--- config.mk ---
export PLATFORM = sky130hd
export DESIGN_NAME = alu_control
export DESIGN_NICKNAME = d
export VERILOG_FILES = /design/src/rtl/alu_control.sv
export SDC_FILE = /design/constraint.sdc
export NUM_CORES = 1
export LEC_CHECK = 0
export CAP_MARGIN = 20
export CORE_AREA = 2 2 39 41
export DETAILED_ROUTE_END_ITERATION = 8
export DIE_AREA = 0 0 41 43
export HOLD_SLACK_MARGIN = 0.15
export PLACE_DENSITY = 0.46
export SETUP_SLACK_MARGIN = 0.5
export SLEW_MARGIN = 40
export SYNTH_ARGS = -nofsm -noshare
export SYNTH_HDL_FRONTEND = slang
export SYNTH_SLANG_ARGS = --single-unit
--- constraint.sdc ---
create_clock -name clk -period 1.05 [get_ports clk]
set_input_delay 0.315 -clock clk [delete_from_list [all_inputs] [get_ports clk]]
set_output_delay 0.315 -clock clk [all_outputs]
set_load 0.02 [all_outputs]
--- src/rtl/alu_control.sv ---
// alu_control: registered ALU-control decoder for the MIPS datapath.
// Merges the main-control ALUOp class with the R-type funct field into a
// 4-bit ALU operation select, and flags R-type funct codes the ALU cannot run.
module alu_control (
  input  logic       clk,
  input  logic       rst,
  input  logic [1:0] ALUOp,
  input  logic [5:0] funct,
  output logic [3:0] ALUCon,
  output logic       illegal
);

  // ALU operation selects understood by the downstream ALU
  typedef enum logic [3:0] {
    CON_AND  = 4'b0000,
    CON_OR   = 4'b0001,
    CON_ADD  = 4'b0010,
    CON_XOR  = 4'b0011,
    CON_SUB  = 4'b0110,
    CON_SLT  = 4'b0111,
    CON_SLTU = 4'b1000,
    CON_NOR  = 4'b1100,
    CON_NOP  = 4'b1111
  } aluConE;

  // Operation classes produced by the main decoder
  typedef enum logic [1:0] {
    OP_MEM    = 2'b00,
    OP_BRANCH = 2'b01,
    OP_RTYPE  = 2'b10,
    OP_ORI    = 2'b11
  } aluOpE;

  // R-type funct codes the ALU supports
  localparam logic [5:0] FN_ADD  = 6'b100000;
  localparam logic [5:0] FN_ADDU = 6'b100001;
  localparam logic [5:0] FN_SUB  = 6'b100010;
  localparam logic [5:0] FN_SUBU = 6'b100011;
  localparam logic [5:0] FN_AND  = 6'b100100;
  localparam logic [5:0] FN_OR   = 6'b100101;
  localparam logic [5:0] FN_XOR  = 6'b100110;
  localparam logic [5:0] FN_NOR  = 6'b100111;
  localparam logic [5:0] FN_SLT  = 6'b101010;
  localparam logic [5:0] FN_SLTU = 6'b101011;

  aluConE aluCon_d, aluCon_q;
  logic   illegal_d, illegal_q;

  // Combinational decode: the class picks a fixed op, except R-type which needs an exact funct match
  always_comb begin
    aluCon_d  = CON_ADD;
    illegal_d = 1'b0;
    case (ALUOp)
      OP_MEM:    aluCon_d = CON_ADD;
      OP_BRANCH: aluCon_d = CON_SUB;
      OP_ORI:    aluCon_d = CON_OR;
      OP_RTYPE: begin
        case (funct)
          FN_ADD, FN_ADDU: aluCon_d = CON_ADD;
          FN_SUB, FN_SUBU: aluCon_d = CON_SUB;
          FN_AND:          aluCon_d = CON_AND;
          FN_OR:           aluCon_d = CON_OR;
          FN_XOR:          aluCon_d = CON_XOR;
          FN_NOR:          aluCon_d = CON_NOR;
          FN_SLT:          aluCon_d = CON_SLT;
          FN_SLTU:         aluCon_d = CON_SLTU;
          default: begin
            aluCon_d  = CON_NOP;
            illegal_d = 1'b1;
          end
        endcase
      end
      default: begin
        aluCon_d  = CON_ADD;
        illegal_d = 1'b0;
      end
    endcase
  end

  // Output registers; reset wins over the decode captured on the same edge
  always_ff @(posedge clk) begin
    if (rst) begin
      aluCon_q  <= CON_ADD;
      illegal_q <= 1'b0;
    end else begin
      aluCon_q  <= aluCon_d;
      illegal_q <= illegal_d;
    end
  end

  assign ALUCon  = aluCon_q;
  assign illegal = illegal_q;

endmodule

# Word level (Yosys, flattened, before mapping)
# Cells that the tools add are included.
[classes]
add_sub_neg = 0
n_mul = 0
n_div = 0
magnitude_cmp = 0
eq_ne = 13
n_shift = 0
n_mux = 3
bitwise = 1
n_reduce_logical = 5
[ops]
columns = ["cell", "count"]
rows = [
  ["6-bit == test, second input constant", 10],
  ["4-bit case mux with 8 select lines", 1],
  ["4-bit case mux with 4 select lines", 1],
  ["10-bit OR reduction", 1],
  ["2-bit OR reduction", 3],
  ["2-bit == test, second input constant", 2],
  ["2-bit by 1-bit == test with 1-bit output, second input constant", 1],
  ["2-bit logical NOT", 1],
  ["1-bit 2-to-1 mux", 1],
  ["1-bit NOT", 1],
]
[word_totals]
ff_bits = 5
latch_bits = 0
mem_bits_rw = 0
romBits = 0
output_inout_bits = 5
wordCells = 24
mem_count = 0

# Logic depth before layout (Yosys ltp)
[logic_depth]
depth_word = 4
ltp_mapped = 4
depth_no_buf = 4

# Worst setup path before layout
# Ideal clock, no wire load.
[synth_timing]
path_type = "input-to-reg"
startpoint = "input rst"
endpoint = "register aluCon_q[2] (netlist: ALUCon[2])"
setup_time_ns = 0.092
arrival_time_ns = 0.900
required_ns = 0.958
setup_slack_ns = 0.058
stages = 3
path_buffers = 0
cell_sequence = "nand2b_4 -> or2_4 -> o32ai_1"
[synth_lines]
columns = ["item", "line_no", "rtl"]
rows = [
  ["from (decl)", "6", "input logic rst,"],
  ["to (signal assigned)", "86", "aluCon_q <= aluCon_d;"],
  ["to (decl)", "46", "aluConE aluCon_d, aluCon_q;"],
]

# Worst setup path in the final report
[layout_timing]
startpoint = "register illegal_q (netlist: illegal)"
endpoint = "output illegal"
[layout_lines]
columns = ["item", "line_no", "rtl"]
rows = [
  ["from (decl)", "47", "logic illegal_d, illegal_q;"],
  ["from (signal assigned)", "87", "illegal_q <= illegal_d;"],
  ["to (decl)", "10", "output logic illegal"],
]
# No word-level cell between the ends.

==> results.py <==
metrics = {
    "detailed_routing": {
        "drc": 0,
        "dr.pass1.iters": 3,
        "final_antenna_net_count": 0,
        "drt_iter0_drc": 5,
        "detail_route.vias_per_cell": 4.453,
        "routed_wl_um": 791,
        "wl_per_cell_um": 10.55,
        "routed-via-count": 334,
    },
    "global_route": {
        "grtUsageTotal": 0.1053,
        "grt_pass1_wl_mm": 1.214,
        "grt_max_degree": 6,
        "grt_pass1_vias": 319,
        "gr-total-overflow": 0,
        "antenna_found_initial": 0,
    },
    "clock_tree": {
        "cts.sinks": 5,
        "numCtsBuffers": 3,
        "cts_max_level": 1,
        "cts.reportedPaths.clkPinSlew_ps": 40,
        "cts_tree": "done",
        "cts_hold_buf": 0,
        "root_buffer": "clkbuf_4",
        "clk_path_buf_depth": 2,
    },
    "sta": {
        "rsz0062_at_grt": "yes",
        "maxSlewHeadroom": 0.8848,
        "fmax_mhz": 995.6,
        "period_share": 0.9566,
        "hold_viol_final": 0,
        "slew_violations": 0,
        "setup_violations": 0,
        "tightest_slew_ps": 172.8,
        "fin_crit_ps": 1004,
    },
    "power_and_ir_drop": {
        "leakage_nw": 0.2791,
        "power_density_nw_per_um2": 988.7,
        "peakVddDrop_v": 0.0002949,
    },
    "synth": {
        "synth_area_leaders": "dfxtp_1 (39%), a21oi_1 (7.7%), o21a_1 (5.8%)",
        "synth_top_cell_area_share": 0.3865,
        "postSynthAreaPerCell_um2": 8.355,
        "yosys_most_used_dff": "dfxtp_1",
        "synth_seq_cells": 5,
        "synth-edff-count": 0,
        "synth_most_common_cell": "dfxtp_1",
        "synthCells": 31,
        "synth.distinct_cells": 19,
        "synth-seq-area-share": 0.3865,
        "yosys_warnings": 0,
        "async_reset_ff_frac": 0,
        "synth_top_area_cell": "dfxtp_1",
        "synthesis.nets": 41,
        "synthTopCellsByCount": "dfxtp_1 (5), a21oi_1 (4), inv_1 (3), nor2_1 (3), o21a_1 (2)",
        "syn-cell-area_um2": 259.0,
    },
    "floorplanning": {
        "dieArea_um2": 1763,
        "row_count": 14,
        "fp.coreArea_um2": 1384,
        "die_w_um": 41,
        "die_h_um": 43,
        "num_io_pins": 15,
        "start_util": 0.1872,
    },
    "worst_setup_path": {
        "worst_setup_path_start_kind": "flop",
        "critPathSlowestCell": "dfxtp_4",
        "critPathMaxFanout": 1,
        "critical_path_depth": 1,
        "crit_chain": "buf_6",
        "criticalPathCategory": "reg -> out",
        "critical-path-top-delay-family": "flip-flops",
        "crit_arrival_ps": 690,
        "crit_buf_inv": 1,
        "critPathCaptureType": "primary output",
        "crit_path_start": "illegal",
        "worst_ep_required_time_ps": 730,
        "cp_slowest_stage_delay_ps": 330,
    },
    "status": {
        "status": "finished clean",
    },
    "worst_hold_path": {
        "hold_path_depth": 3,
        "min_from": "rst",
        "hp-class": "in -> reg",
    },
    "cells_and_area": {
        "drive_gt1_frac": 0.7797,
        "layout.cells.non_filler": 75,
        "final_util": 0.4349,
        "syn_to_final_growth_pct": 132.4,
        "nFillCells": 131,
        "antenna_cells": 0,
        "nets": 70,
    },
    "flow_run": {
        "maxCapViolCount": 0,
    },
    "placement": {
        "place_congestion": 0.7810,
        "port_buffers": 14,
        "placedCellCount": 70,
    },
}
## logic make-up (layout without fill, tap and decap cells)
kind of cell,Yosys count,after routing,synth area share
AO/OA/AOI/OAI,11,11,0.2705
AND/OR/NAND/NOR,12,12,0.2995
flip-flops,5,5,0.3865
buffers and inverters,3,31,0.04348
## power breakdown
| group | switching [mW] | internal, mW | total (mW) |
|---|---|---|---|
| Combinational | 0.0748 | 0.102 | 0.177 |
| Clock | 0.0747 | 0.143 | 0.218 |
| Sequential | 0.00402 | 0.196 | 0.200 |
## layout by cell type, fill, tap and decap left out, types with 2 or more instances in the layout
cell type,count
buf_6,13
buf_4,6
clkbuf_4,3
inv_1,3
nand2b_4,2
dfxtp_4,4
a21oi_2,4
nor2_1,3
buf_2,4
## through the flow
step / TNS (ps) / power (mW) / hold slack (ps) / setup WS (ps) / cell area [µm²]
4_1_cts: 0 / 0.5971 / 330.1 / 35.00 / 589.3
5_1_grt: 0 / 0.6357 / 327.9 / 22.00 / 601.8
3_3_place_gp: -2646 / 0.3488 / 1001 / -437.3 / 510.5
6_report: 0 / 0.5950 / 329.4 / 45.53 / 601.8
2_1_floorplan: 0 / 0.2540 / 401.0 / 78.65 / 282.8
3_5_place_dp: -2767 / 0.3516 / 1018 / -451.6 / 510.5
## layout make-up
cell class,instances,area (µm²),area share
repair buffers,24,216.5,0.3597
multi-input cells,23,211.5,0.3514
flip-flops and latches,5,116.4,0.1933
clock buffers,4,26.28,0.04366
well taps,16,20.02,0.03326
inverters,3,11.26,0.01871
## metal layers
layer  up-vias  GRT usage  share of wire
met5         -          0              0
met4         0    0.08000              0
met3         0    0.01571          0.068
met2        12     0.1719           0.55
met1       158     0.1122           0.38
li1        164          -              -
## flip-flops by register name, indices dropped and copies added, names as in the netlist
name	cells
ALUCon	4
illegal	1
## what timing repair did
| item | CTS | global route |
|---|---|---|
| endpoints found under the hold margin | 0 | 0 |
| gates resized for setup | 77 | 7 |
| setup buffers | 1 | 0 |
| endpoints found under the setup margin | 10 | 10 |
| pin swaps | 8 | 5 |
## final timing paths
check,end,slack (ps)
setup / recovery,illegal,50
hold / removal,ALUCon[2],330
No activity file was read; power rests on OpenSTA's default activity.
